File: src/rtl/spi_pkg.sv
// Shared definitions for the SPI register-access controller: FSM states,
// command-byte bit positions and the register address width.
package spi_pkg;

    localparam int REG_ADDR_W = 6;
    localparam int RW_BIT     = 7;
    localparam int INC_BIT    = 6;

    typedef enum logic [2:0] {
        IDLE,
        CMD,
        WR_DATA,
        RD_REQ,
        RD_WAIT,
        RD_DATA
    } state_e;

endpackage

File: src/rtl/sync_2ff.sv
// Two-flop synchroniser for a single asynchronous control bit.
module sync_2ff #(
    parameter logic RESET_VAL = 1'b1
) (
    input  logic clk,
    input  logic rst,
    input  logic d_i,
    output logic q_o
);

    logic stage1_q;
    logic stage2_q;

    always_ff @(posedge clk) begin
        if (rst) begin
            stage1_q <= RESET_VAL;
            stage2_q <= RESET_VAL;
        end else begin
            stage1_q <= d_i;
            stage2_q <= stage1_q;
        end
    end

    assign q_o = stage2_q;

endmodule

File: src/rtl/spi_slave_reg_ctrl.sv
// Turns the byte stream of a byte-level SPI slave into register-bus reads and
// writes: one command byte (rw, inc, address) followed by data bytes.
module spi_slave_reg_ctrl
    import spi_pkg::*;
#(
    parameter logic [7:0] DUMMY_BYTE = 8'hA5,
    parameter int         TXN_CNT_W  = 8
) (
    input  logic                  clk,
    input  logic                  rst,
    input  logic                  enable,
    input  logic                  spi_cs,
    input  logic                  rx_valid,
    input  logic [7:0]            rx_byte,
    output logic [7:0]            tx_byte,
    output logic                  spi_en,
    output logic [REG_ADDR_W-1:0] reg_addr,
    output logic [7:0]            reg_wdata,
    output logic                  reg_we,
    output logic                  reg_re,
    input  logic [7:0]            reg_rdata,
    output logic                  busy,
    output logic                  txn_done,
    output logic [TXN_CNT_W-1:0]  txn_bytes
);

    logic                  csSync;
    logic                  csPrev_q;
    logic                  csStart;
    logic                  csEnd;
    state_e                state_q, state_d;
    logic [REG_ADDR_W-1:0] curAddr_q, curAddr_d;
    logic [REG_ADDR_W-1:0] nextAddr;
    logic                  incMode_q, incMode_d;
    logic [TXN_CNT_W-1:0]  byteCnt_q, byteCnt_d;
    logic [TXN_CNT_W-1:0]  cntSat;
    logic [7:0]            txByte_q, txByte_d;
    logic [REG_ADDR_W-1:0] regAddr_q, regAddr_d;
    logic [7:0]            regWdata_q, regWdata_d;
    logic                  regWe_q, regWe_d;
    logic                  regRe_q, regRe_d;
    logic                  txnDone_q, txnDone_d;
    logic [TXN_CNT_W-1:0]  txnBytes_q, txnBytes_d;
    logic                  spiEn_q;

    sync_2ff #(.RESET_VAL(1'b1)) u_cs_sync (
        .clk (clk),
        .rst (rst),
        .d_i (spi_cs),
        .q_o (csSync)
    );

    assign csStart  = csPrev_q & ~csSync;
    assign csEnd    = ~csPrev_q & csSync;
    assign nextAddr = curAddr_q + REG_ADDR_W'(incMode_q);
    assign cntSat   = (&byteCnt_q) ? byteCnt_q : byteCnt_q + TXN_CNT_W'(1);

    // Strobes are registered one state ahead, so reg_re is high exactly while
    // the FSM sits in RD_REQ and read data can be captured in RD_WAIT.
    always_comb begin
        state_d    = state_q;
        curAddr_d  = curAddr_q;
        incMode_d  = incMode_q;
        byteCnt_d  = byteCnt_q;
        txByte_d   = txByte_q;
        regAddr_d  = regAddr_q;
        regWdata_d = regWdata_q;
        regWe_d    = 1'b0;
        regRe_d    = 1'b0;
        txnDone_d  = 1'b0;
        txnBytes_d = txnBytes_q;

        if (state_q != IDLE && rx_valid) begin
            byteCnt_d = cntSat;
        end

        case (state_q)
            IDLE: begin
                if (csStart && enable) begin
                    state_d   = CMD;
                    txByte_d  = DUMMY_BYTE;
                    byteCnt_d = '0;
                end
            end
            CMD: begin
                if (rx_valid) begin
                    curAddr_d = rx_byte[REG_ADDR_W-1:0];
                    incMode_d = rx_byte[INC_BIT];
                    if (rx_byte[RW_BIT]) begin
                        state_d   = RD_REQ;
                        regRe_d   = 1'b1;
                        regAddr_d = rx_byte[REG_ADDR_W-1:0];
                    end else begin
                        state_d = WR_DATA;
                    end
                end
            end
            WR_DATA: begin
                if (rx_valid) begin
                    regWe_d    = 1'b1;
                    regWdata_d = rx_byte;
                    regAddr_d  = curAddr_q;
                    curAddr_d  = nextAddr;
                end
            end
            RD_REQ: begin
                state_d = RD_WAIT;
            end
            RD_WAIT: begin
                txByte_d = reg_rdata;
                state_d  = RD_DATA;
            end
            RD_DATA: begin
                if (rx_valid) begin
                    curAddr_d = nextAddr;
                    regAddr_d = nextAddr;
                    regRe_d   = 1'b1;
                    state_d   = RD_REQ;
                end
            end
            default: begin
                state_d = IDLE;
            end
        endcase

        // A byte arriving with CS rise still counts and still writes, but no new read starts.
        if (state_q != IDLE && (csEnd || !enable)) begin
            state_d    = IDLE;
            regRe_d    = 1'b0;
            txnDone_d  = 1'b1;
            txnBytes_d = byteCnt_d;
        end
    end

    always_ff @(posedge clk) begin
        if (rst) begin
            csPrev_q   <= 1'b1;
            state_q    <= IDLE;
            curAddr_q  <= '0;
            incMode_q  <= 1'b0;
            byteCnt_q  <= '0;
            txByte_q   <= DUMMY_BYTE;
            regAddr_q  <= '0;
            regWdata_q <= '0;
            regWe_q    <= 1'b0;
            regRe_q    <= 1'b0;
            txnDone_q  <= 1'b0;
            txnBytes_q <= '0;
            spiEn_q    <= 1'b0;
        end else begin
            csPrev_q   <= csSync;
            state_q    <= state_d;
            curAddr_q  <= curAddr_d;
            incMode_q  <= incMode_d;
            byteCnt_q  <= byteCnt_d;
            txByte_q   <= txByte_d;
            regAddr_q  <= regAddr_d;
            regWdata_q <= regWdata_d;
            regWe_q    <= regWe_d;
            regRe_q    <= regRe_d;
            txnDone_q  <= txnDone_d;
            txnBytes_q <= txnBytes_d;
            spiEn_q    <= enable;
        end
    end

    assign tx_byte   = txByte_q;
    assign spi_en    = spiEn_q;
    assign reg_addr  = regAddr_q;
    assign reg_wdata = regWdata_q;
    assign reg_we    = regWe_q;
    assign reg_re    = regRe_q;
    assign busy      = (state_q != IDLE);
    assign txn_done  = txnDone_q;
    assign txn_bytes = txnBytes_q;

endmodule
File: config.mk
export PLATFORM = sky130hd
export DESIGN_NAME = spi_slave_reg_ctrl
export DESIGN_NICKNAME = d
export VERILOG_FILES = /design/src/rtl/spi_pkg.sv /design/src/rtl/sync_2ff.sv /design/src/rtl/spi_slave_reg_ctrl.sv
export SDC_FILE = /design/constraint.sdc
export NUM_CORES = 1
export LEC_CHECK = 0
export ABC_AREA = 1
export CAP_MARGIN = 10
export CORE_MARGIN = 8
export CORE_UTILIZATION = 45
export DETAILED_ROUTE_END_ITERATION = 10
export DONT_BUFFER_PORTS = 1
export SYNTH_ARGS = -nofsm -noshare
export SYNTH_HDL_FRONTEND = slang
export SYNTH_HIERARCHICAL = 1
export SYNTH_SLANG_ARGS = --single-unit
File: constraint.sdc
create_clock -name clk -period 1.7 [get_ports clk]
set_clock_uncertainty 0.05 [all_clocks]
set_input_delay 0.34 -clock clk [delete_from_list [all_inputs] [get_ports clk]]
set_output_delay 0.34 -clock clk [all_outputs]
set_load 0.03 [all_outputs]
# == Word level (Yosys, flattened, before mapping) ==
# Index checks and enable logic that the tools add are counted.
# op_classes
addsub,2
eq_ne,11
muxes,23
bitwise,5
reduce_logical,20
# ops
cell,count
2-to-1 mux 8 bit,5
2-to-1 mux 6 bit,5
one-hot mux 3 bit (6 select lines),1
one-hot mux 6 bit (3 select lines),1
one-hot mux 8 bit (2 select lines),1
one-hot mux 6 bit (2 select lines),1
inequality test 2 bit (second input constant),5
2-to-1 mux 3 bit,3
adder 8 x 1 -> 8 bit (second input constant),1
AND reduction 8 bit,1
adder 6 x 1 -> 6 bit,1
== test 3 x 2 -> 1 bit (second input constant),2
== test 3 bit (second input constant),2
AND reduction 2 bit,3
nonzero test 3 bit,2
OR reduction 2 bit,3
2-to-1 mux 1 bit,5
AND reduction 5 bit,1
AND reduction 4 bit,1
nonzero test 2 bit,2
== test 3 x 1 -> 1 bit (second input constant),1
logical AND 1 bit,3
zero test 3 bit,1
inverter 1 bit,3
6 further kinds,7
# word_totals
regBits,55
inputBits,21
out_inout_bits,35

# == Logic depth before layout (Yosys ltp) ==
# Gate-level depths: netlist (run 1).
# depth
depth_word,5
ltp_mapped,9
mapped_depth_nobuf,9

# == Cells and area by module ==
# The synthesis (run 1) kept the hierarchy.
# by_module_without_submodules
mod,n_inst,cells_per_inst,area_each_um2
spi_slave_reg_ctrl,1,341,2446.1
sync_2ff,1,7,58.8

# == Worst setup path before layout (run 1) ==
# Ideal clock, no wire load.
# synth_path
path_type,flip-flop to flip-flop
from,reg byteCnt_q[0]
to,"reg txnBytes_q[2], in the netlist txn_bytes[2]"
setup_ps,69
arrival_ps,1233
required_time_ps,1581
setup_slack_ps,348
path_stages_with_launch,10
path_buffers,0
path_cell_list,dfxtp_1 ha_1 nand2_1 nor2_1 nand2_1 nand2_1 nand2_1 nand2_1 nand2_1 o21ai_1
# synth_between
elab_chain_len,5
# synth_lines
element,line,rtl
from (decl),spi_slave_reg_ctrl.sv:35,"logic [TXN_CNT_W-1:0] byteCnt_q, byteCnt_d;"
from (signal assigned),spi_slave_reg_ctrl.sv:155,byteCnt_q <= byteCnt_d;
adder 8 x 1 -> 8 bit / AND reduction 8 bit (equally long branches),spi_slave_reg_ctrl.sv:56,assign cntSat = (&byteCnt_q) ? byteCnt_q : byteCnt_q + TXN_CNT_W'(1);
2-to-1 mux 8 bit *,spi_slave_reg_ctrl.sv:56,
2-to-1 mux 8 bit *,spi_slave_reg_ctrl.sv:73,if (state_q != IDLE && rx_valid) begin
2-to-1 mux 8 bit,spi_slave_reg_ctrl.sv:79,if (csStart && enable) begin
2-to-1 mux 8 bit *,spi_slave_reg_ctrl.sv:77,case (state_q)
to (signal assigned),spi_slave_reg_ctrl.sv:162,txnBytes_q <= txnBytes_d;
to (decl),spi_slave_reg_ctrl.sv:43,"logic [TXN_CNT_W-1:0] txnBytes_q, txnBytes_d;"
# Every way passes the cells marked *; elsewhere a longest branch is shown, timed or not.
# A chain may end at the register's enable or synchronous reset.

# == Worst setup path after layout (run 1) ==
# layout_path
from,reg state_q[0]
to,out busy
# layout_between
elab_chain_len,1
# layout_lines
element,line,rtl
from (decl),spi_slave_reg_ctrl.sv:31,"state_e state_q, state_d;"
from (signal assigned),spi_slave_reg_ctrl.sv:152,state_q <= state_d;
nonzero test 3 bit,spi_slave_reg_ctrl.sv:173,assign busy = (state_q != IDLE);
to (decl),spi_slave_reg_ctrl.sv:22,"output logic busy,"
# Every way passes these cells.

==> impl_metrics.toml, run 1 <==
[drt]
ant_nets = 0
dr.pass1.iters = 5
wl_per_cell_um = 14.13
drtIter0Drc = 174
vias = 2129
vias_per_cell = 5.057
drc_errors = 0
drt_wl_total_um = 5950

[synth]
synthesis.area_um2 = 2505
synth_warnings = 6
syn_area_per_cell_um2 = 7.198
synthTopCellsByArea = "dfxtp_1, nand2_1, nand3_1"
yosysTopAreaCell = "dfxtp_1"
synth-seq-area-share_pct = 43.96
synthesis.nets = 372
synth.distinct_cells = 29
synthCells = 348
synth_top_area_share_pct = 43.96
ys_seq_elements = 55

[floorplanning]
die_area_um2 = 8210
ios = 56
rows = 27
die_h_um = 90.61
start_util_pct = 46.05
floorplan.die.width_um = 90.61
coreArea_um2 = 5439

[critical_path]
cp.arrival_ps = 1190
cp_max_fo = 6
crit_type = "reg2out"
cp.required_ps = 1310
cp-start-kind = "register"
crit_path_end_kind = "output pin"

[clocking]
cts_buffer_depth = 2
cts_resized = 0
cts_tree = "built"
clock_sinks = 55
h-tree-depth = 2
cts_setup_buffers = 0
ctsHoldBuffers = 0
cts_buffers = 5
clk_pin_slew_ps = 100
clk_latency_ps = 320
clockRootBuffer = "clkbuf_8"

[timing]
rsz0062_at_grt = "yes"
tightest_slew_ps = 359.6
maxSlewViolCount = 0
setup_violations = 0
fmaxAchievable_mhz = 633.3
min_period_ps = 1579
fin_crit_sh_pct = 92.88
finalHoldViolations = 0
slew-limit-headroom_pct = 76.00

[finish]
n_antenna_cell = 0
fin_util_pct = 48.98
area_growth_syn_to_layout_pct = 6.343
fillers = 565
fin_nets = 372
final_cell_area_um2 = 2664
drive_gt1_share_pct = 8.883

[placement]
dpl_cell_area_um2 = 2542
dp_hpwl_um = 4328
portBuffers = 0
place_congestion = 0.8666

[pwr]
p_leak_uw = 0.001143
ir_drop_v = 0.0004704
power.density_cell_area_nw_per_um2 = 941.9

[grt]
overflow = 0
grt_max_degree = 29
antenna_found_initial = 0
grt_pass1_wl_um = 10130
grt_pass1_vias = 2029
grt_use_total_pct = 14.85

[run]
maxCapViolCount = 0

[worst_hold_path]
min_path_type = "in2reg"

[run_status]
status = "finished clean"
==> Yosys cell counts <==
master	instances
nand2_1	105
dfxtp_1	55
inv_1	32
nand3_1	30
nor2_1	29
a21oi_1	28
o21ai_0	11
nand4_1	8
nor3_1	5
clkbuf_1	4
inv_2	4
nand2_2	4
buf_6	3
ha_1	3
nor2_4	3
o21a_1	3
o21ai_1	3
xnor2_1	3
nand2_4	2
nand3_2	2
nand3b_1	2
o22ai_1	2
a21boi_4	1
buf_2	1
buf_4	1
clkbuf_8	1
inv_4	1
nor2_2	1
xor2_1	1
==> sequential cells by signal, indices dropped and copies added, names as in the netlist <==
signal              flops
reg_we                  1
csPrev_q                1
byteCnt_q               8
txn_bytes               8
reg_wdata               8
curAddr_q               6
txn_done                1
state_q                 3
u_cs_sync/q_o           1
reg_addr                6
u_cs_sync/stage1_q      1
tx_byte                 8
spi_en                  1
incMode_q               1
reg_re                  1
==> metrics by stage <==
step,total power [uW],instances,TNS [ps],hold WS (ps),worst slack [ps]
global placement,1633,413,0,351.7,163.2
finish,2509,421,0,29.59,121.0
floorplan,1610,348,0,336.5,348.0
detailed placement,1636,413,0,363.4,144.6
CTS,2531,421,0,21.89,115.1
global route,2632,421,-0.9115,9.163,-0.9115
==> kinds of logic (layout without fill, tap and decap cells) <==
| family | Yosys count | in the layout | share of synthesized area, % |
|---|---|---|---|
| AOI/OAI and AO/OA | 48 | 48 | 10.54 |
| xor gates and xnor gates | 4 | 4 | 1.399 |
| DFF | 55 | 55 | 43.96 |
| and+or+nand+nor | 191 | 191 | 33.97 |
| buffers and inverters | 47 | 48 | 8.641 |
| adders and majority gates | 3 | 3 | 1.499 |
==> area by class of cell <==
cell class / instances / area [um^2] / share of cell area (%)
clock buffer: 5 / 68.82 / 2.583
inverter: 37 / 141.4 / 5.308
clock inverter: 3 / 47.55 / 1.785
sequential: 55 / 1101 / 41.33
timing repair buffer: 3 / 22.52 / 0.8455
tap: 72 / 90.09 / 3.382
multi-input combinational: 246 / 1192 / 44.76
==> per-layer routing <==
layer / GRT usage [%] / wire length [um] / share of wire, %
met1: 20.79 / 2961 / 50
met5: 0 / 0 / 0
met4: 4.577 / 69 / 1.2
met2: 18.94 / 2273 / 38
met3: 7.315 / 646 / 11
==> critical path: stages (launching register included) <==
cell	delay [ps]
dfxtp_1	400
nor2_2	290
nand2_4	180
==> cells in the final DEF, fill, tap and decap left out <==
master,synthesis,final
nand3_2,2,2
dfxtp_1,55,55
nand4_1,8,8
buf_4,1,3
o21ai_0,11,11
xor2_1,1,1
nand3_1,30,30
nor2_2,1,2
nand2_1,105,104
a21boi_4,1,1
ha_1,3,3
nor2_1,29,28
o21a_1,3,3
bufinv_16,0,1
clkinv_4,0,1
nor2_4,3,3
clkbuf_8,1,5
o21ai_1,3,3
a21oi_1,28,28
xnor2_1,3,3
inv_6,0,1
inv_2,4,4
inv_4,1,1
nand3b_1,2,2
nand2_4,2,2
inv_1,32,32
nor3_1,5,5
o22ai_1,2,2
nand2_2,4,5
==> path summary, 6_finish.rpt <==
kind / start / to / slack, ps / cells after the start
worst max-delay path: state_q[0]$_SDFFE_PP0P_ / busy / 120 / 2
worst min register to register: u_cs_sync/stage1_q$_SDFF_PP1_ / u_cs_sync/q_o$_SDFF_PP1_ / 380 / 2
worst max register to register: state_q[2]$_SDFFE_PP0P_ / reg_addr[0]$_SDFFE_PP0P_ / 120 / 7
worst min-delay path: rst / spi_en$_SDFF_PP0_ / 30 / 1
==> where the power goes <==
group	internal [uW]	leakage [uW]	switching, uW
combinational	66.7	0.000639	140
clock	447	0.0000587	455
sequential	1330	0.000445	72.8
Note: power is estimated with default switching activity, not from simulation.
==> run 2: changes to the inputs <==
--- a/config.mk
+++ b/config.mk
@@ -7,10 +7,11 @@
 export LEC_CHECK = 0
 export ABC_AREA = 1
 export CAP_MARGIN = 10
-export CORE_MARGIN = 8
+export CORE_MARGIN = 1.5
 export CORE_UTILIZATION = 45
 export DETAILED_ROUTE_END_ITERATION = 10
 export DONT_BUFFER_PORTS = 1
+export HOLD_SLACK_MARGIN = 0.08
 export SYNTH_ARGS = -nofsm -noshare
 export SYNTH_HDL_FRONTEND = slang
 export SYNTH_HIERARCHICAL = 1
==> impl_metrics.toml, run 2 (synthesized netlist as in run 1, its figures left out) <==
[critical_path]
crit_family = "buffers and inverters"
cp_slowest_stage_delay_ps = 570
crit_path_end_kind = "register"
cp.required_ps = 1890
slowest_stage = "dlygate4sd3_1"
r2r_setup_slack_ps = 80
path_cells = "buf_4, nand2_4, nor2_1, nand3_1, a21oi_1, dlygate4sd3_1"
worstReg2RegStart = "state_q[0]$_SDFFE_PP0P_"
cp.arrival_ps = 1810
crit_type = "reg2reg"
cp_max_fo = 4
rr_worst_depth = 6
worstReg2RegEnd = "incMode_q$_SDFFE_PP0P_"
critPathBufInv = 2
cp-start-kind = "register"

[finish]
area_growth_syn_to_layout_pct = 8.292
n_antenna_cell = 0
fillers = 530
final_cell_area_um2 = 2713
layout_common_cells = "nand2_1, dfxtp_1, inv_1"
fin_nets = 379
multiInputGateArea_um2 = 1190
regArea_um2 = 1104
drive_gt1_share_pct = 9.551
final_common_cell = "nand2_1"

[placement]
place_congestion = 0.8516
portBuffers = 0
dp_hpwl_um = 3859
dpl_cell_area_um2 = 2562

[clocking]
clock_sinks = 55
clk_pin_slew_ps = 90
cts_buffers = 5
h-tree-depth = 2
clockRootBuffer = "clkbuf_8"
cts_tree = "built"
cts_buffer_depth = 2
cts_setup_buffers = 0
clk_latency_ps = 300

[timing]
min_period_ps = 1621
setup_total_negative_slack_ps = 0
fin_crit_sh_pct = 95.35
setup_violations = 0
slew-limit-headroom_pct = 37.03
maxSlewViolCount = 0
finalHoldViolations = 0
fmaxAchievable_mhz = 616.9
tightest_slew_ps = 944.6
rsz0062_at_grt = "no"

[drt]
vias_per_cell = 5.009
ant_nets = 0
vias = 2134
drc_errors = 0
dr.pass1.iters = 4
drt_wl_total_um = 5607
drtIter0Drc = 164
wl_per_cell_um = 13.16

[worst_hold_path]
hold_path_depth = 2
min_path_type = "in2reg"
min_to = "u_cs_sync/q_o$_SDFF_PP1_"
hold_start = "rst"

[floorplanning]
floorplan.die.width_um = 77.61
coreArea_um2 = 5238
die_area_um2 = 6023
rows = 26
die_h_um = 77.61
ios = 56
start_util_pct = 47.83

[pwr]
power.density_cell_area_nw_per_um2 = 885.5
ir_drop_v = 0.0005632
p_leak_uw = 0.001182

[grt]
grt_pass1_vias = 1952
grt_max_degree = 21
grt_pass1_wl_um = 9328
overflow = 0
grt_use_total_pct = 19.36
antenna_found_initial = 0

[run]
maxCapViolCount = 0

[run_status]
status = "finished clean"
## run 2: cell types whose count changed in the layout (fill, tap and decap cells not counted), sizes merged
cell,previous run,this run
buf,3,6
clkbuf,5,8
dlygate4sd3,0,3
bufinv,1,0
clkinv,1,0
dlymetal6s4s,0,1
inv,38,37
## run 2: report_power, final
group | switching, uW | internal (uW) | total, uW
clock network | 398 | 373 | 771
registers | 70.0 | 1330 | 1400
logic | 152 | 81.6 | 234
total | 620 | 1780 | 2400
## run 2: final cells by class
type | instances | share of cell area, %
clock buffers | 8 | 3.690
inverters | 37 | 5.304
multi-input cells | 246 | 43.87
flip-flops and latches | 55 | 40.68
well taps | 70 | 3.229
repair buffers | 10 | 3.229
## run 2: repair_timing
| action | in CTS | in global routing |
|---|---|---|
| setup endpoints to repair | 0 | 17 |
| gates resized for setup | 0 | 7 |
| hold endpoints to repair | 23 | 0 |
| hold buffers | 4 | 0 |
## run 2: layer usage
layer	share of wire, %	vias up	GRT usage (%)
li1	-	1123	-
met1	55	944	29.51
met2	37	63	26.43
met3	7.1	4	5.294
met4	0.68	0	4.909
met5	0	-	0
## run 2: how the worst max path moves through the flow
stage / startpoint / cells past startpoint / slack [ps] / to
after detailed placement: byteCnt_q[0]$_SDFF_PP0_ / 9 / 150 / txn_bytes[2]$_SDFFE_PP0P_
final: state_q[0]$_SDFFE_PP0P_ / 6 / 80 / incMode_q$_SDFFE_PP0P_
after floorplan: byteCnt_q[0]$_SDFF_PP0_ / 9 / 350 / txn_bytes[2]$_SDFFE_PP0P_
after global placement: state_q[2]$_SDFFE_PP0P_ / 7 / 170 / curAddr_q[3]$_SDFFE_PP0P_
after CTS: rst / 4 / 4 / txn_bytes[2]$_SDFFE_PP0P_
after global routing: byteCnt_q[0]$_SDFF_PP0_ / 9 / 3 / txn_bytes[2]$_SDFFE_PP0P_
## run 2: worst register-to-register path: cells and delay by family, from the launching register on
| family | cells | cell delay, ps |
|---|---|---|
| buf+inv | 2 | 710 |
| flops | 1 | 370 |
| simple gates | 3 | 290 |
| compound gates | 1 | 150 |
## run 2: metrics by stage
stage	setup WS, ps	hold slack [ps]	util (%)	std cells	power, uW
detailed placement	145.7	355.1	48.93	414	1643
global route	3.159	97.19	51.79	426	2507
finish	79.05	96.94	51.79	426	2402
floorplan	348.0	336.5	-	348	1610
CTS	4.487	84.74	51.60	426	2435
global placement	175.0	351.8	48.93	414	1641
==> run 3: changes to the inputs <==
--- a/config.mk
+++ b/config.mk
@@ -5,7 +5,6 @@
 export SDC_FILE = /design/constraint.sdc
 export NUM_CORES = 1
 export LEC_CHECK = 0
-export ABC_AREA = 1
 export CAP_MARGIN = 10
 export CORE_MARGIN = 1.5
 export CORE_UTILIZATION = 45
==> impl_metrics.toml, run 3 <==
[placement]
dp_slack_ps = -33.84
portBuffers = 0
dp_hpwl_um = 4604
place_congestion = 0.8612
place_inst = 380

[finish]
area_growth_syn_to_layout_pct = 16.06
final_common_cell = "dfxtp_1"
fin_nets = 345
instances_no_fill = 394
layout_common_cells = "dfxtp_1, nand2_1, a21oi_1"
drive_gt1_share_pct = 18.01
n_antenna_cell = 0
fillers = 525

[drt]
vias = 2259
drt_wl_total_um = 6563
drc_errors = 0
wl_per_cell_um = 16.66
dr.pass1.iters = 4
vias_per_cell = 5.734
ant_nets = 0
drtIter0Drc = 127

[grt]
overflow = 0
antenna_found_initial = 0
grt_pass1_wl_um = 10410
grt_pass1_vias = 2144
grt_use_total_pct = 21.67
grt_max_degree = 30

[critical_path]
slowest_stage = "or4_1"
cp_max_fo = 11
path_cells = "buf_4, o31ai_1, or4_1, o211ai_1, o2bb2ai_1"
crit_family = "simple AND/OR/NAND/NOR gates"
critPathBufInv = 1
cp.arrival_ps = 1850
crit_type = "reg2reg"
cp_slowest_stage_delay_ps = 530
cp.required_ps = 1850
cp-start-kind = "register"
crit_path_end_kind = "register"

[timing]
fmaxAchievable_mhz = 589.2
slew-limit-headroom_pct = 68.46
fin_ws_ps = 2.882
min_period_ps = 1697
fin_crit_sh_pct = 99.83
setup_total_negative_slack_ps = 0
maxSlewViolCount = 0
tightest_slew_ps = 469.0
setup_violations = 0
finalHoldViolations = 0

[synth]
synth_xor_area_share_pct = 1.367
synthTopCellsByArea = "dfxtp_1, a21oi_1, nand2_1"
synthFlopType = "dfxtp_1"
synth_top_family_by_area = "compound AO/OA/AOI/OAI gates"
synthMuxAreaShare_pct = 1.952
synthesis.nets = 322
yosysTopAreaCell = "dfxtp_1"
yosysMostFrequentCell = "dfxtp_1"
synth-seq-area-share_pct = 42.95
synth_edf_count = 0
synth_commonest_cells = "dfxtp_1, nand2_1, a21oi_1, nor2_1, o21ai_0"
synth-simple-area-share_pct = 23.23
synthCells = 298
synth.distinct_cells = 57
synth_top_area_share_pct = 42.95
synth_compound_area_share_pct = 23.82
syn_area_per_cell_um2 = 8.603
synth_warnings = 6
synth_fa_ha_area_share_pct = 1.464
synthesis.area_um2 = 2564
ys_seq_elements = 55
synth_async_sr_flop_share_pct = 0

[floorplanning]
die_area_um2 = 6159
coreArea_um2 = 5507
die_h_um = 78.48
floorplan.die.width_um = 78.48
ios = 56
start_util_pct = 46.56
rows = 27

[pwr]
p_sw_share_pct = 25.70
comb_power_share_pct = 7.5
p_leak_uw = 0.001100
pwr-share-clk_pct = 33.6
power_frac_seq_pct = 58.9
p_switching_uw = 581.5
ir_drop_v = 0.0004120
power.density_cell_area_nw_per_um2 = 760.5
intPower_uw = 1681

[clocking]
clockRootBuffer = "clkbuf_8"
cts_tree = "built"
cts_buffers = 5
clk_pin_slew_ps = 110
clock_sinks = 55
clk_latency_ps = 320
cts_buffer_depth = 2
h-tree-depth = 2

[worst_hold_path]
min_path_type = "in2reg"

[run_status]
status = "finished clean"

[run]
maxCapViolCount = 0
run 3: cell types whose count changed after synthesis, sizes merged, moves of 4 or more:
cell / change
nand3: -21
buf: +7
and3: +6
o2bb2ai: +9
o211ai: +5
or2: +4
mux2i: +5
nand2b: +5
nand2: -70
inv: -32
a311oi: +4
nor2: -13
nand4: -6
a21oi: +8
run 3: cell type report:
class | instances | area [um^2] | share of cell area [%]
clock buffer | 6 | 72.57 | 2.439
inverter | 5 | 18.77 | 0.6308
timing repair buffer | 34 | 292.8 | 9.840
clock inverter | 2 | 16.27 | 0.5467
sequential | 55 | 1104 | 37.09
multi-input combinational | 220 | 1381 | 46.43
tap | 72 | 90.09 | 3.028
run 3: per-layer routing:
metal / share of wire (%) / track usage [%] / routed length [um]
met5: 0 / 0 / 0
met4: 1.2 / 7.143 / 76
met3: 7.7 / 6.279 / 504
met2: 46 / 34.09 / 3025
met1: 45 / 28.45 / 2956
run 3: final timing paths:
path | from | end | slack [ps] | depth (start not counted)
setup / recovery | state_q[0]$_SDFFE_PP0P_ | txn_bytes[6]$_SDFFE_PP0P_ | 3 | 5
hold / removal | enable | spi_en$_SDFF_PP0_ | 90 | 1
setup reg to reg | state_q[0]$_SDFFE_PP0P_ | txn_bytes[6]$_SDFFE_PP0P_ | 3 | 5
hold reg to reg | u_cs_sync/stage1_q$_SDFF_PP1_ | u_cs_sync/q_o$_SDFF_PP1_ | 370 | 1
run 3: metrics by stage:
stage                     power [uW]  hold slack (ps)  util, %  area (um^2)
after floorplan                 1468            333.2        -         2564
after global placement          1501            335.8    50.15         2761
after detailed placement        1502            347.2    50.15         2761
after CTS                       2270            85.58    52.78         2907
after global routing            2355            90.05    54.03         2975
final                           2263            86.16    54.03         2975
run 3: cells by family (layout without fill, tap and decap cells):
| family | count (synthesis) | in the layout |
|---|---|---|
| buffers and inverters | 23 | 47 |
| AND/OR/NAND/NOR | 115 | 115 |
| flip-flops | 55 | 55 |
| XOR/XNOR | 4 | 4 |
| adder cells (fa/ha/maj) | 3 | 3 |
| multiplexers | 5 | 5 |
| AO/OA/AOI/OAI | 93 | 93 |
run 3: worst reg2reg max path, stage by stage (launching register included):
cell and delay, ps:
dfxtp_1 410, buf_4 200, o31ai_1 140, or4_1 530, o211ai_1 160, o2bb2ai_1 100
run 3: timing repair:
| item | 4_1_cts | 5_1_grt |
|---|---|---|
| setup buffers | 1 | 2 |
| pin swaps | 0 | 1 |
| resized for setup | 3 | 14 |
| setup endpoints to repair | 3 | 15 |
| hold buffers | 3 | 0 |
| hold endpoints to repair | 30 | 0 |
run 3: power groups by stage:
stage               Clock (uW)  Combinational (uW)  Sequential (uW)
floorplan                    0                 110             1360
finish                     759                 170             1330
CTS                        774                 163             1330
global route               834                 185             1340
global placement             0                 139             1360
detailed placement           0                 140             1360
